File: src/rtl/fifo_sram_arbiter_pkg.sv
// Shared types and defaults for the fifo_SRAM user-port arbiter.
package fifo_sram_arbiter_pkg;

   localparam int unsigned DefaultDepth   = 1024;
   localparam int unsigned DefaultTimeout = 64;
   localparam int unsigned DefaultDw      = 32;

   typedef enum logic [3:0] {
      StIdle    = 4'd0,
      StWrIssue = 4'd1,
      StWrWait  = 4'd2,
      StRdIssue = 4'd3,
      StRdWait  = 4'd4
   } state_e;

   typedef enum logic {
      GrantWr = 1'b0,
      GrantRd = 1'b1
   } grant_e;

endpackage

File: src/rtl/fifo_sram_arbiter_if.sv
// Requester and fifo_SRAM user-port signals seen by the arbiter; master is the arbiter side.
interface fifo_sram_arbiter_if #(
   parameter int unsigned DW    = fifo_sram_arbiter_pkg::DefaultDw,
   parameter int unsigned DEPTH = fifo_sram_arbiter_pkg::DefaultDepth
);
   localparam int unsigned CW = $clog2(DEPTH + 1);

   logic          wr_req;
   logic [DW-1:0] wr_data;
   logic          wr_ack;
   logic          rd_req;
   logic [DW-1:0] rd_data;
   logic          rd_valid;
   logic [DW-1:0] fifo_din;
   logic          fifo_we;
   logic          fifo_re;
   logic [DW-1:0] fifo_dout;
   logic          fifo_rdy;
   logic          fifo_busy;
   logic          fifo_ovf;
   logic [CW-1:0] fill_count;
   logic          full;
   logic          empty;
   logic          err_timeout;
   logic          err_ovf;

   modport master (
      input  wr_req, wr_data, rd_req, fifo_dout, fifo_rdy, fifo_busy, fifo_ovf,
      output wr_ack, rd_data, rd_valid, fifo_din, fifo_we, fifo_re, fill_count, full, empty,
             err_timeout, err_ovf
   );

   modport slave (
      output wr_req, wr_data, rd_req, fifo_dout, fifo_rdy, fifo_busy, fifo_ovf,
      input  wr_ack, rd_data, rd_valid, fifo_din, fifo_we, fifo_re, fill_count, full, empty,
             err_timeout, err_ovf
   );

endinterface

File: src/rtl/fifo_sram_arbiter_arb_op_timer.sv
// Wait-state cycle counter: cleared on issue, counts while enabled, saturates at TIMEOUT.
module arb_op_timer #(
   parameter int unsigned TIMEOUT = 64
) (
   input  logic clk,
   input  logic rst,
   input  logic clear,
   input  logic enable,
   output logic expired
);
   localparam int unsigned TW = $clog2(TIMEOUT + 1);
   localparam logic [TW-1:0] Limit = TW'(TIMEOUT);

   logic [TW-1:0] count_q;

   always_ff @(posedge clk) begin
      if (rst || clear) begin
         count_q <= '0;
      end else if (enable && !expired) begin
         count_q <= count_q + 1'b1;
      end
   end

   assign expired = (count_q == Limit);

endmodule

File: src/rtl/fifo_sram_arbiter.sv
// Arbitrates one fifo_SRAM user port between a level-request writer and reader,
// issuing single-cycle strobes and tracking occupancy.
module fifo_sram_arbiter
   import fifo_sram_arbiter_pkg::*;
#(
   parameter int unsigned DEPTH   = DefaultDepth,
   parameter int unsigned TIMEOUT = DefaultTimeout,
   parameter int unsigned DW      = DefaultDw
) (
   input logic                 clk,
   input logic                 rst,
   fifo_sram_arbiter_if.master bus
);
   localparam int unsigned CW = $clog2(DEPTH + 1);
   localparam logic [CW-1:0] FillMax = CW'(DEPTH);

   state_e        state_q;
   grant_e        last_grant_q;
   logic [CW-1:0] fill_q;
   logic [DW-1:0] rd_data_q;
   logic [DW-1:0] fifo_din_q;
   logic          wr_ack_q;
   logic          rd_valid_q;
   logic          fifo_we_q;
   logic          fifo_re_q;
   logic          err_timeout_q;
   logic          err_ovf_q;
   logic          guard_q;

   logic full, empty, wr_elig, rd_elig, contend, grant_wr, grant_rd;
   logic timer_clear, timer_en, expired;

   assign full    = (fill_q == FillMax);
   assign empty   = (fill_q == '0);
   assign wr_elig = bus.wr_req && !full;
   assign rd_elig = bus.rd_req && !empty;
   assign contend = wr_elig && rd_elig;

   always_comb begin
      grant_wr = 1'b0;
      grant_rd = 1'b0;
      if (state_q == StIdle && !bus.fifo_busy) begin
         if (contend) begin
            grant_wr = (last_grant_q == GrantRd);
            grant_rd = (last_grant_q == GrantWr);
         end else begin
            grant_wr = wr_elig;
            grant_rd = rd_elig;
         end
      end
   end

   assign timer_clear = (state_q == StWrIssue) || (state_q == StRdIssue);
   assign timer_en    = (state_q == StWrWait) || (state_q == StRdWait);

   arb_op_timer #(
      .TIMEOUT(TIMEOUT)
   ) u_timer (
      .clk    (clk),
      .rst    (rst),
      .clear  (timer_clear),
      .enable (timer_en),
      .expired(expired)
   );

   always_ff @(posedge clk) begin
      if (rst) begin
         state_q       <= StIdle;
         last_grant_q  <= GrantRd;
         fill_q        <= '0;
         rd_data_q     <= '0;
         fifo_din_q    <= '0;
         wr_ack_q      <= 1'b0;
         rd_valid_q    <= 1'b0;
         fifo_we_q     <= 1'b0;
         fifo_re_q     <= 1'b0;
         err_timeout_q <= 1'b0;
         err_ovf_q     <= 1'b0;
         guard_q       <= 1'b0;
      end else begin
         wr_ack_q   <= 1'b0;
         rd_valid_q <= 1'b0;
         fifo_we_q  <= 1'b0;
         fifo_re_q  <= 1'b0;
         if (bus.fifo_ovf) err_ovf_q <= 1'b1;
         unique case (state_q)
            StIdle: begin
               if (grant_wr) begin
                  fifo_din_q <= bus.wr_data;
                  fifo_we_q  <= 1'b1;
                  state_q    <= StWrIssue;
                  if (contend) last_grant_q <= GrantWr;
               end else if (grant_rd) begin
                  fifo_re_q <= 1'b1;
                  state_q   <= StRdIssue;
                  if (contend) last_grant_q <= GrantRd;
               end
            end
            StWrIssue: begin
               guard_q <= 1'b1;
               state_q <= StWrWait;
            end
            // fifo_SRAM raises busy a cycle after the strobe, so the first wait cycle is blind.
            StWrWait: begin
               guard_q <= 1'b0;
               if (!guard_q && !bus.fifo_busy) begin
                  wr_ack_q <= 1'b1;
                  fill_q   <= fill_q + 1'b1;
                  state_q  <= StIdle;
               end else if (expired) begin
                  err_timeout_q <= 1'b1;
                  state_q       <= StIdle;
               end
            end
            StRdIssue: begin
               state_q <= StRdWait;
            end
            StRdWait: begin
               if (bus.fifo_rdy) begin
                  rd_data_q  <= bus.fifo_dout;
                  rd_valid_q <= 1'b1;
                  fill_q     <= fill_q - 1'b1;
                  state_q    <= StIdle;
               end else if (expired) begin
                  err_timeout_q <= 1'b1;
                  state_q       <= StIdle;
               end
            end
            default: state_q <= StIdle;
         endcase
      end
   end

   assign bus.wr_ack      = wr_ack_q;
   assign bus.rd_data     = rd_data_q;
   assign bus.rd_valid    = rd_valid_q;
   assign bus.fifo_din    = fifo_din_q;
   assign bus.fifo_we     = fifo_we_q;
   assign bus.fifo_re     = fifo_re_q;
   assign bus.fill_count  = fill_q;
   assign bus.full        = full;
   assign bus.empty       = empty;
   assign bus.err_timeout = err_timeout_q;
   assign bus.err_ovf     = err_ovf_q;

endmodule

File: src/flat_wrapper.sv
// flat-port wrapper written by rule: the top's interface ports become plain ports
module fifo_sram_arbiter_flat import fifo_sram_arbiter_pkg::*;
#(
   parameter int unsigned DEPTH   = DefaultDepth,
   parameter int unsigned TIMEOUT = DefaultTimeout,
   parameter int unsigned DW      = DefaultDw
)
  (clk, rst, bus_wr_req, bus_wr_data, bus_rd_req, bus_fifo_dout, bus_fifo_rdy, bus_fifo_busy, bus_fifo_ovf, bus_wr_ack, bus_rd_data, bus_rd_valid, bus_fifo_din, bus_fifo_we, bus_fifo_re, bus_fill_count, bus_full, bus_empty, bus_err_timeout, bus_err_ovf);
  fifo_sram_arbiter_if #(.DW(DW), .DEPTH(DEPTH)) bus_i ();
  input logic clk;
  input logic rst;
  input wire logic [$bits(bus_i.wr_req)-1:0] bus_wr_req;
  input wire logic [$bits(bus_i.wr_data)-1:0] bus_wr_data;
  input wire logic [$bits(bus_i.rd_req)-1:0] bus_rd_req;
  input wire logic [$bits(bus_i.fifo_dout)-1:0] bus_fifo_dout;
  input wire logic [$bits(bus_i.fifo_rdy)-1:0] bus_fifo_rdy;
  input wire logic [$bits(bus_i.fifo_busy)-1:0] bus_fifo_busy;
  input wire logic [$bits(bus_i.fifo_ovf)-1:0] bus_fifo_ovf;
  output wire logic [$bits(bus_i.wr_ack)-1:0] bus_wr_ack;
  output wire logic [$bits(bus_i.rd_data)-1:0] bus_rd_data;
  output wire logic [$bits(bus_i.rd_valid)-1:0] bus_rd_valid;
  output wire logic [$bits(bus_i.fifo_din)-1:0] bus_fifo_din;
  output wire logic [$bits(bus_i.fifo_we)-1:0] bus_fifo_we;
  output wire logic [$bits(bus_i.fifo_re)-1:0] bus_fifo_re;
  output wire logic [$bits(bus_i.fill_count)-1:0] bus_fill_count;
  output wire logic [$bits(bus_i.full)-1:0] bus_full;
  output wire logic [$bits(bus_i.empty)-1:0] bus_empty;
  output wire logic [$bits(bus_i.err_timeout)-1:0] bus_err_timeout;
  output wire logic [$bits(bus_i.err_ovf)-1:0] bus_err_ovf;
  assign bus_i.wr_req = bus_wr_req;
  assign bus_i.wr_data = bus_wr_data;
  assign bus_i.rd_req = bus_rd_req;
  assign bus_i.fifo_dout = bus_fifo_dout;
  assign bus_i.fifo_rdy = bus_fifo_rdy;
  assign bus_i.fifo_busy = bus_fifo_busy;
  assign bus_i.fifo_ovf = bus_fifo_ovf;
  assign bus_wr_ack = bus_i.wr_ack;
  assign bus_rd_data = bus_i.rd_data;
  assign bus_rd_valid = bus_i.rd_valid;
  assign bus_fifo_din = bus_i.fifo_din;
  assign bus_fifo_we = bus_i.fifo_we;
  assign bus_fifo_re = bus_i.fifo_re;
  assign bus_fill_count = bus_i.fill_count;
  assign bus_full = bus_i.full;
  assign bus_empty = bus_i.empty;
  assign bus_err_timeout = bus_i.err_timeout;
  assign bus_err_ovf = bus_i.err_ovf;
  fifo_sram_arbiter #(.DEPTH(DEPTH), .TIMEOUT(TIMEOUT), .DW(DW)) u_core (.clk(clk), .rst(rst), .bus(bus_i));
endmodule
File: config.mk
export PLATFORM = sky130hd
export DESIGN_NAME = fifo_sram_arbiter_flat
export DESIGN_NICKNAME = d
export VERILOG_FILES = /design/src/rtl/fifo_sram_arbiter_pkg.sv /design/src/rtl/fifo_sram_arbiter_if.sv /design/src/rtl/fifo_sram_arbiter_arb_op_timer.sv /design/src/rtl/fifo_sram_arbiter.sv /design/src/flat_wrapper.sv
export SDC_FILE = /design/constraint.sdc
export NUM_CORES = 1
export LEC_CHECK = 0
export ABC_CLOCK_PERIOD_IN_PS = 6800
export BUFFER_PORTS_ARGS = -buffer_cell sky130_fd_sc_hd__buf_4
export CAP_MARGIN = 10
export CELL_PAD_IN_SITES_DETAIL_PLACEMENT = 0
export CELL_PAD_IN_SITES_GLOBAL_PLACEMENT = 1
export CORE_UTILIZATION = 40
export CTS_BUF_LIST = sky130_fd_sc_hd__clkbuf_2 sky130_fd_sc_hd__clkbuf_4 sky130_fd_sc_hd__clkbuf_8
export DETAILED_ROUTE_END_ITERATION = 12
export GPL_TIMING_DRIVEN = 0
export PLACE_DENSITY = 0.85
export SYNTH_ARGS = -nofsm -noshare
export SYNTH_HDL_FRONTEND = slang
export SYNTH_SLANG_ARGS = --single-unit
File: constraint.sdc
create_clock -name clk -period 6.8 [get_ports clk]
set_input_delay 0.68 -clock clk [delete_from_list [all_inputs] [get_ports clk]]
set_output_delay 0.68 -clock clk [all_outputs]
set_load 0.02 [all_outputs]
Word-level counts from Yosys, hierarchy flattened
Cells that the tools add are included.

operators by class
  add/sub/neg operators = 3
  eq/ne operators = 11
  multiplexer cells = 26
  bitwise operators = 4
  reductions and logical operators = 28

operators by type and width
  cell                                                                   number
  11-bit 2-to-1 mux                                                      2
  11-bit case mux with 2 select lines                                    1
  4-bit 2-to-1 mux                                                       5
  4-bit case mux with 5 select lines                                     1
  1-bit 2-to-1 mux                                                       15
  11-bit by 1-bit adder with 11-bit output (second input constant)       1
  11-bit == test (second input constant)                                 1
  11-bit zero test                                                       1
  11-bit by 1-bit subtractor with 11-bit output (second input constant)  1
  3-bit AND reduction                                                    3
  4-bit by 2-bit == test with 1-bit output (second input constant)       2
  2-bit != test (second input constant)                                  4
  7-bit by 1-bit adder with 7-bit output (second input constant)         1
  7-bit == test (second input constant)                                  1
  1-bit logical AND                                                      6
  2-bit nonzero test                                                     3
  2-bit OR reduction                                                     3
  1-bit zero test                                                        5
  4-bit by 1-bit == test with 1-bit output (second input constant)       1
  4-bit by 3-bit == test with 1-bit output (second input constant)       1
  4-bit zero test                                                        1
  1-bit inverter                                                         4
  1-bit case mux with 2 select lines                                     2
  2-bit AND reduction                                                    2
  3 further kinds                                                        5

storage, ports and cells
  register bits = 94
  bits of input ports = 71
  output and inout bits = 83
  word-level logic and storage cells = 85

Logic depth before layout (Yosys ltp)
Gate-level depths: netlist (run 1).

  depth after elaboration = 9
  depth in mapped cells = 9
  gate-level depth less buffers = 7

Hierarchy
A second synthesis (run 1) with hierarchy kept.

second synthesis, totals
  cell total of the unflattened synthesis = 454
  area, all modules = 3,996.3 µm²

modules (own cells, without submodules)
  module             times used  cells each  area each (µm²)  seq. area each (µm²)
  fifo_sram_arbiter  1           412         3,644.7          1,741.7
  arb_op_timer       1           42          351.6            140.1

Worst setup path after synthesis (run 1)
Ideal clock, no wire load.

  path type = register to register
  start point = register u_core.state_q[1]
  end point = register u_core.fill_q[6], in the netlist u_core.bus.fill_count[6]
  library setup time = 121 ps
  arrival time = 2,718 ps
  required time = 6,679 ps
  path slack = 3,962 ps
  stages on the path, launching flop included = 10
  path buffers = 2
  clock period less this slack = 2,838 ps
  path through = dfxtp_1 buf_1 or4b_2 clkbuf_1 xnor2_1 ha_1 and4_1 mux2i_1 a2111oi_0 mux2_2

on the way
  longest elaborated chain between the ends = 3
  elaborated cells between the ends (all ways) = 7
  those cells by class = eq/ne: 4; mux: 1; reduce/logical: 2

ends and longest elaborated chain
  what                                                                                                         RTL line                  text
  start: declaration                                                                                           fifo_sram_arbiter.sv:17   state_e state_q;
  start signal: assignment                                                                                     fifo_sram_arbiter.sv:68   state_q <= StIdle;
  start signal: assignment                                                                                     fifo_sram_arbiter.sv:91   state_q <= StWrIssue;
  start signal: assignment                                                                                     fifo_sram_arbiter.sv:95   state_q <= StRdIssue;
  4-bit by 2-bit == test with 1-bit output / 4-bit by 3-bit == test with 1-bit output (equally long branches)  fifo_sram_arbiter.sv:86   unique case (state_q)
  2-bit != test (no line) / 2-bit nonzero test (equally long branches)                                         n/a
  3-bit AND reduction (no line)                                                                                n/a
  end signal: assignment                                                                                       fifo_sram_arbiter.sv:108  fill_q <= fill_q + 1'b1;
  end signal: assignment                                                                                       fifo_sram_arbiter.sv:122  fill_q <= fill_q - 1'b1;
  end: declaration                                                                                             fifo_sram_arbiter.sv:19   logic [CW-1:0] fill_q;

Several ways; a longest one is shown, not always the timed one.
A chain may end at the register's enable or synchronous reset.

Final worst setup path (run 1)
Ends and elaborated chain as after synthesis.

==> flow_summary.json, run 1 <==
{
  "status": "completed",
  "grt_antenna_before_repair": 0,
  "netlist_instances": 491,
  "path_class": "reg2reg",
  "total_leakage_power_nw": 2.35,
  "cp.depth": 9,
  "fill_cells": 980,
  "nets": 728,
  "syn_area_per_cell_sq_um": 8.69,
  "port_buffers": 152,
  "power_switching_w": 0.000249,
  "maxCapViolCount": 0,
  "multi_input_area_sq_mm": 0.00216,
  "rr_worst_depth": 9,
  "yosysSeqAreaShare_pct": 44.1,
  "syn2layout_area_growth_pct": 35.5,
  "synth-async-reset-ratio_pct": 0,
  "drive_above_1_share_pct": 28.8,
  "die_h_um": 105,
  "hp-class": "reg2reg",
  "syn_nets": 565,
  "postCtsHoldBufs": 0,
  "max_stage_delay_ns": 0.65,
  "grt_pass1_wl_um": 17400,
  "critPathLaunchType": "flip-flop",
  "min_period_ns": 3.42,
  "synth_top_area_cell": "dfxtp_1",
  "setup_tns_ns": 0,
  "rsz0062_at_grt": "no",
  "crit_required_ns": 7.07,
  "routed_wl_um": 10600,
  "ys_warn_count": 0,
  "htree_levels": 3,
  "worstPathArrival_ns": 3.69,
  "cts_made_buffers": 9,
  "setup_violations": 0,
  "seq_area_sq_mm": 0.00188,
  "power_frac_clock_pct": 36.4,
  "post_cts_buffers": 0,
  "clk_path_buf_depth": 2,
  "synth_ff_type": "dfxtp_1",
  "core_sq_mm": 0.0103,
  "path_clk_slew_ns": 0.10,
  "cp-startpoint": "u_core.state_q[1]",
  "clock_latency_ns": 0.37,
  "p_sw_share_pct": 23.7,
  "maxSlewViolCount": 0,
  "crit_path_max_fanout": 10,
  "start_util_pct": 41.3,
  "antennaDiodeCount": 0,
  "synth_area_leaders": "dfxtp_1, nand2b_1, mux2i_1",
  "vias": 3839,
  "num_rows": 37,
  "die-area_sq_mm": 0.0111,
  "cp-end-kind": "flip-flop",
  "fmax_mhz": 292,
  "grt_usage_pct": 19.4,
  "combPwrFrac_pct": 10.0,
  "cts_tree": "built",
  "crit_buf_inv": 2,
  "ir_drop_mv": 0.100,
  "clock_sinks": 94,
  "powerDensity_mw_per_mm2": 181,
  "cts_root_buffer": "clkbuf_8",
  "via_per_inst": 4.83,
  "ys_types": 46,
  "grt_max_degree": 16,
  "io_pins": 154,
  "total_power_w": 0.00105,
  "worstMarginPinSlew_ns": 0.719,
  "detail_route.wl_per_cell_um": 13.3,
  "p_seq_share_pct": 53.7,
  "synth_edf_count": 0,
  "ant_nets": 0,
  "drt_iter0_drc": 203,
  "first_pass_iters": 4,
  "hpwlAfterDp_um": 8000,
  "skew_ns": 0.0152,
  "hp-start": "u_core.bus.rd_data[24]",
  "gp_congestion": 0.780,
  "synth_seq_cells": 94,
  "netlist.area_leader.share_pct": 44.1,
  "grt_pass1_vias": 3723,
  "cts_resized": 0,
  "drc_errors": 0,
  "syn_area_sq_mm": 0.00427,
  "slowest_stage": "a2111oi_0",
  "p_int_w": 0.000800,
  "min_path_cells": 2,
  "path_delay_family": "simple AND/OR/NAND/NOR gates",
  "globalRoute.totalOverflow": 0,
  "maxSlewHeadroom_pct": 50.8,
  "worst_r2r_startpoint": "u_core.state_q[1]",
  "die_x_um": 105,
  "min_period_over_period_pct": 50.4,
  "hold_viol": 0,
  "timing.critical_path.cells": "buf_1 > or4b_2 > clkbuf_1 > xnor2_1 > ha_1 > and4_1 > mux2i_1 > a2111oi_0 > mux2_2"
}
## routing by layer
metal,GRT usage [%],wire (um)
met5,0,0
met4,6.64,131
met3,6.74,1010
met2,30.7,4640
met1,24.4,4810
## Yosys cell counts, types with 4 or more instances
cell / number
or3_1: 4
nand2b_1: 64
nand4_1: 10
mux2i_1: 36
inv_1: 5
o21ai_0: 7
and2_1: 4
nor3_1: 10
xor2_1: 4
dfxtp_1: 94
nand2_1: 71
nor2b_1: 10
nor2_1: 32
a21oi_1: 44
nand3_1: 6
and4_1: 5
clkbuf_1: 28
mux2_2: 9
## cell type report
cell class / count / share of cell area, %
Multi-Input combinational cell: 354 / 37.3
Clock inverter: 5 / 1.02
Buffer: 38 / 3.61
Clock buffer: 11 / 2.51
Inverter: 5 / 0.325
Tap cell: 136 / 2.94
Timing Repair Buffer: 152 / 19.7
Sequential cell: 94 / 32.5
## registers in the layout (all words and copies together), names as in the netlist, 4 cells and up
signal                  count
u_core.bus.rd_data         32
u_core.bus.fifo_din        32
u_core.state_q              4
u_core.bus.fill_count      11
u_core.u_timer.count_q      7
## worst register-to-register path: stages, from the launching register on
cell and delay (ns):
dfxtp_1 0.34, buf_1 0.22, or4b_2 0.64, clkbuf_1 0.24
xnor2_1 0.19, ha_1 0.33, and4_1 0.23, mux2i_1 0.07
a2111oi_0 0.65, mux2_2 0.41
## power by group through the flow
stage / combinational [W] / clock [W] / sequential, W
4_1_cts: 0.000106 / 0.000392 / 0.000563
5_1_grt: 0.000114 / 0.000414 / 0.000564
3_5_place_dp: 0.000106 / 0 / 0.000576
2_1_floorplan: 0.0000423 / 0 / 0.000585
6_report: 0.000104 / 0.000381 / 0.000563
3_3_place_gp: 0.000104 / 0 / 0.000576
## cell usage in the layout, fill, tap and decap left out, types with 4 or more instances in the layout
| cell | instances |
|---|---|
| mux2i_1 | 36 |
| mux2_2 | 9 |
| nor3_1 | 10 |
| nand4_1 | 10 |
| nand3_1 | 6 |
| nand2b_1 | 64 |
| dfxtp_1 | 94 |
| or3_1 | 4 |
| o21ai_0 | 7 |
| buf_4 | 152 |
| nor2b_1 | 10 |
| clkbuf_1 | 28 |
| and4_1 | 5 |
| xor2_1 | 4 |
| inv_1 | 5 |
| nor2_1 | 32 |
| a21oi_1 | 44 |
| clkbuf_8 | 10 |
| nand2_1 | 71 |
| and2_1 | 4 |
## logic make-up after synthesis
family	Yosys count	share of synthesized area, %
AND/OR/NAND/NOR	234	28.8
flip-flops	94	44.1
AO/OA/AOI/OAI	64	8.53
multiplexers	45	10.8
buffers and inverters	43	5.34
adder cells (fa/ha/maj)	3	0.880
XOR/XNOR	7	1.44
other	1	0.0879
## final timing paths
kind                                                  to  slack, ns
worst max-delay path            u_core.bus.fill_count[6]       3.38
worst min-delay path              u_core.bus.rd_data[24]       0.46
worst max register to register  u_core.bus.fill_count[6]       3.38
worst min register to register    u_core.bus.rd_data[24]       0.46
## metrics by stage
step | setup WS (ns) | hold WS (ns) | utilization [%] | cells | area (sq um)
3_5_place_dp | 3.46 | 0.449 | 54.0 | 779 | 5580
6_report | 3.38 | 0.458 | 56.0 | 795 | 5780
2_1_floorplan | 3.96 | 0.453 | - | 491 | 4270
4_1_cts | 3.42 | 0.461 | 56.0 | 795 | 5780
5_1_grt | 3.22 | 0.478 | 56.0 | 795 | 5780
3_3_place_gp | 3.53 | 0.443 | 54.0 | 779 | 5580
(Power assumes the default switching activity.)
==> run 2: changes to the inputs <==
ABC_CLOCK_PERIOD_IN_PS = 3500   (was 6800)
CORE_UTILIZATION = 37   (was 40)
PLACE_DENSITY = 0.79   (was 0.85)
clock period = 3.5 ns   (was 6.8 ns; I/O delays follow)
==> run 2 against run 1 <==
Against the previous run:
- flip-flop and latch count is the same
- highest routed layer unchanged
- critical endpoint unchanged
- die area up 8.0%
- global-route usage fell by 1.1 points
==> flow_summary.json, run 2 (synthesis gave the netlist of run 1 again) <==
{
  "status": "completed",
  "clock_sinks": 94,
  "path_clk_slew_ns": 0.09,
  "hold_viol": 0,
  "regToRegSetupSlack_ns": 0.35,
  "io_pins": 154,
  "drive_above_1_share_pct": 29.0,
  "syn2layout_area_growth_pct": 35.6,
  "crit_required_ns": 3.75,
  "critPathLaunchType": "flip-flop",
  "hp-start": "bus_fifo_ovf",
  "setup_tns_ns": 0,
  "total_leakage_power_nw": 2.35,
  "setup_violations": 0,
  "gp_congestion": 0.866,
  "die-area_sq_mm": 0.0120,
  "post_cts_buffers": 0,
  "min_period_ns": 3.15,
  "core_sq_mm": 0.0110,
  "p_int_w": 0.00155,
  "fmax_mhz": 317,
  "cts_resized": 0,
  "postCtsHoldBufs": 0,
  "power_switching_w": 0.000451,
  "fill_cells": 1065,
  "clock_latency_ns": 0.35,
  "combPwrFrac_pct": 10.2,
  "drc_errors": 0,
  "grt_max_degree": 14,
  "grt_pass1_vias": 3593,
  "powerDensity_mw_per_mm2": 345,
  "min_period_over_period_pct": 90.1,
  "ant_nets": 0,
  "globalRoute.totalOverflow": 0,
  "maxSlewViolCount": 0,
  "routed_wl_um": 10800,
  "path_class": "reg2reg",
  "layout.cells.non_filler": 799,
  "total_power_w": 0.00200,
  "rr_endpoint": "u_core.bus.fill_count[6]",
  "num_rows": 38,
  "grt_usage_pct": 18.2,
  "die_x_um": 109,
  "rr_worst_depth": 9,
  "port_buffers": 152,
  "min_to": "u_core.bus.err_ovf",
  "nets": 728,
  "hpwlAfterDp_um": 8090,
  "min_path_cells": 3,
  "power_frac_clock_pct": 35.1,
  "clk_path_buf_depth": 2,
  "first_pass_iters": 4,
  "ir_drop_mv": 0.166,
  "die_h_um": 109,
  "dpl_cell_area_sq_mm": 0.00558,
  "detail_route.wl_per_cell_um": 13.5,
  "antennaDiodeCount": 0,
  "start_util_pct": 38.7,
  "utilization_pct": 52.4,
  "cts_tree": "built",
  "cts_made_buffers": 9,
  "crit_path_max_fanout": 10,
  "skew_ns": 0.00733,
  "grt_pass1_wl_um": 17100,
  "final_common_cell": "buf_4",
  "p_sw_share_pct": 22.6,
  "p_seq_share_pct": 54.8,
  "worstMarginPinSlew_ns": 0.724,
  "cp-end-kind": "flip-flop",
  "vias": 3862,
  "rsz0062_at_grt": "no",
  "hp-class": "in2reg",
  "maxSlewHeadroom_pct": 51.0,
  "maxCapViolCount": 0,
  "mostFrequentLayoutCells": "buf_4, dfxtp_1, nand2_1",
  "stdcell_area_sq_mm": 0.00578,
  "dp.cells": 783,
  "grt_antenna_before_repair": 0,
  "cts_root_buffer": "clkbuf_8",
  "htree_levels": 3,
  "worst_r2r_startpoint": "u_core.state_q[1]",
  "drt_iter0_drc": 245,
  "worstPathArrival_ns": 3.40,
  "via_per_inst": 4.83
}
## run 2: cell count changes in the layout (fill, tap and decap cells not counted), sizes merged
cell	before	now
bufinv	1	0
clkbuf	39	44
clkinv	2	0
clkinvlp	2	0
## run 2: per-stage QoR
stage	hold WS (ns)	worst slack, ns
finish	0.201	0.346
floorplan	0.453	0.662
global route	0.183	0.134
global placement	0.443	0.201
CTS	0.186	0.149
detailed placement	0.449	0.158
## run 2: per-layer routing
layer | wire [um] | GRT usage (%)
met4 | 89 | 5.14
met3 | 1070 | 6.88
met1 | 4920 | 22.6
met2 | 4700 | 29.4
met5 | 0 | 0
## run 2: power groups by stage
stage,Clock [W],Combinational [W],Sequential (W)
5_1_grt,0.000774,0.000222,0.00110
4_1_cts,0.000731,0.000206,0.00109
3_3_place_gp,0,0.000203,0.00112
6_report,0.000700,0.000203,0.00109
2_1_floorplan,0,0.0000823,0.00114
3_5_place_dp,0,0.000206,0.00112
## run 2: final cells by class
cell class	instances	area, sq um	share of cell area [%]
clock buffer	16	195	3.37
buffer	38	209	3.61
timing repair buffer	152	1140	19.7
multi-input combinational	354	2160	37.4
tap	140	175	3.03
sequential	94	1880	32.5
inverter	5	18.8	0.324
## run 2: worst max-delay path by stage
stage	endpoint	cells past startpoint	slack (ns)	startpoint
after floorplan	u_core.bus.fill_count[6]	9	0.66	u_core.state_q[1]
after global placement	u_core.bus.fill_count[6]	9	0.20	u_core.state_q[1]
after detailed placement	u_core.bus.fill_count[6]	9	0.16	u_core.state_q[1]
after CTS	u_core.bus.fill_count[6]	9	0.15	u_core.state_q[1]
after global routing	u_core.bus.fill_count[6]	9	0.13	u_core.state_q[1]
final	u_core.bus.fill_count[6]	9	0.35	u_core.state_q[1]
## run 2: worst max-delay path, stage by stage (launching register included)
cell       delay (ns)
dfxtp_1          0.34
buf_1            0.23
or4b_2           0.66
clkbuf_1         0.25
xnor2_1          0.20
ha_1             0.33
and4_1           0.22
mux2i_1          0.07
a2111oi_2        0.38
mux2_2           0.37
==> run 3: changes to the inputs <==
CTS_BUF_LIST = sky130_fd_sc_hd__clkbuf_4   (was sky130_fd_sc_hd__clkbuf_2 sky130_fd_sc_hd__clkbuf_4 sky130_fd_sc_hd__clkbuf_8)
==> run 3 against run 2 <==
Against the previous run:
- critical path depth unchanged
- hold slack worse by 0.079 ns
- sequential power hardly changed
- highest routed layer unchanged
==> flow_summary.json, run 3 (synthesis gave the netlist of run 1 again) <==
{
  "antennaDiodeCount": 0,
  "path_clk_slew_ns": 0.14,
  "cts_tree": "built",
  "setup_violations": 0,
  "clock_sinks": 94,
  "die_x_um": 109,
  "ant_nets": 0,
  "crit_path_max_fanout": 10,
  "cts_made_buffers": 9,
  "gp_congestion": 0.866,
  "clock_latency_ns": 0.44,
  "min_period_ns": 3.17,
  "maxSlewHeadroom_pct": 50.9,
  "path_delay_family": "simple AND/OR/NAND/NOR gates",
  "detail_route.wl_per_cell_um": 13.4,
  "total_leakage_power_nw": 2.31,
  "hold_viol": 0,
  "mostFrequentLayoutCells": "buf_4, dfxtp_1, nand2_1",
  "drt_iter0_drc": 246,
  "num_rows": 38,
  "top_layer": "met4",
  "clk_path_buf_depth": 2,
  "via_per_inst": 4.81,
  "hp-class": "in2reg",
  "globalRoute.totalOverflow": 0,
  "powerDensity_mw_per_mm2": 318,
  "grt_usage_pct": 18.1,
  "drive_above_1_share_pct": 28.5,
  "grt_pass1_wl_um": 17000,
  "max_stage_delay_ns": 0.66,
  "final_common_cell": "buf_4",
  "status": "completed",
  "crit_buf_inv": 2,
  "path_class": "reg2reg",
  "met1_length_um": 4830,
  "place_ws_ns": 0.158,
  "routed_wl_um": 10700,
  "htree_levels": 3,
  "total_power_w": 0.00181,
  "core_sq_mm": 0.0110,
  "grt_antenna_before_repair": 0,
  "port_buffers": 152,
  "ir_drop_mv": 0.141,
  "cts_root_buffer": "clkbuf_4",
  "worstMarginPinSlew_ns": 0.726,
  "skew_ns": 0.0167,
  "min_period_over_period_pct": 90.7,
  "hpwlAfterDp_um": 8090,
  "die_h_um": 109,
  "grt_max_degree": 14,
  "cp-end-kind": "flip-flop",
  "final.setup.worst_slack_ns": 0.327,
  "met2RoutedLength_um": 4720,
  "syn2layout_area_growth_pct": 33.5,
  "worstPathArrival_ns": 3.52,
  "first_pass_iters": 4,
  "die-area_sq_mm": 0.0120,
  "start_util_pct": 38.7,
  "drc_errors": 0,
  "fmax_mhz": 315,
  "rsz0062_at_grt": "no",
  "setup_tns_ns": 0,
  "timing.critical_path.cells": "buf_1 > or4b_2 > clkbuf_1 > xnor2_1 > ha_1 > and4_1 > mux2i_1 > a2111oi_2 > mux2_2",
  "met3_length_um": 1050,
  "maxSlewViolCount": 0,
  "nets": 728,
  "grt_pass1_vias": 3574,
  "critPathLaunchType": "flip-flop",
  "slowest_stage": "or4b_2",
  "io_pins": 154,
  "vias": 3847,
  "maxCapViolCount": 0,
  "crit_required_ns": 3.85,
  "whs_ns": 0.123
}
[run 3: cell count changes in the layout (fill, tap and decap cells not counted), sizes merged]
cell,previous run,this run
clkbuf,44,41
clkinv,0,3
[run 3: timing repair]
item | 4_1_cts | 5_1_grt
hold buffers | 0 | 0
resized for setup | 0 | 2
endpoints found under the setup margin | 0 | 1
buffers inserted | 0 | 0
[run 3: report_power, final]
| group | switching (W) | internal (W) |
|---|---|---|
| registers | 0.00000933 | 0.00109 |
| logic | 0.0000913 | 0.000112 |
| clock network | 0.000338 | 0.000173 |
| total | 0.000439 | 0.00137 |
[run 3: final cells by class]
cell class                      instances  area [sq um]
Timing Repair Buffer                  152          1140
Buffer                                 38           209
Multi-Input combinational cell        354          2160
Sequential cell                        94          1880
Fill cell                            1077          5330
Inverter                                5          18.8
Clock inverter                          3          11.3
Clock buffer                           13          97.6
Tap cell                              140           175
[run 3: final timing paths]
path / startpoint / end / slack [ns] / cells past startpoint
worst min-delay path: bus_fifo_ovf / u_core.bus.err_ovf / 0.12 / 3
worst max register to register: u_core.state_q[1] / u_core.bus.fill_count[6] / 0.33 / 9
worst min register to register: u_core.bus.rd_data[1] / u_core.bus.rd_data[1] / 0.46 / 2
worst max-delay path: u_core.state_q[1] / u_core.bus.fill_count[6] / 0.33 / 9
[run 3: worst register-to-register path, cell delays in order (launching register included)]
cell and delay, ns:
dfxtp_1 0.36, buf_1 0.24, or4b_2 0.66, clkbuf_1 0.25, xnor2_1 0.20, ha_1 0.34, and4_1 0.23, mux2i_1 0.07
a2111oi_2 0.39, mux2_2 0.38
[run 3: metal layers]
layer / up-vias / global-route usage (%)
met5: - / 0
li1: 1969 / -
met1: 1729 / 22.6
met4: 0 / 5.14
met2: 141 / 29.2
met3: 8 / 6.70
[run 3: stage by stage]
| stage | util (%) | area [sq um] | std cells |
|---|---|---|---|
| 3_5_place_dp | 50.6 | 5580 | 783 |
| 3_3_place_gp | 50.6 | 5580 | 783 |
| 5_1_grt | 51.7 | 5700 | 799 |
| 2_1_floorplan | - | 4270 | 491 |
| 4_1_cts | 51.6 | 5690 | 799 |
| 6_report | 51.7 | 5700 | 799 |
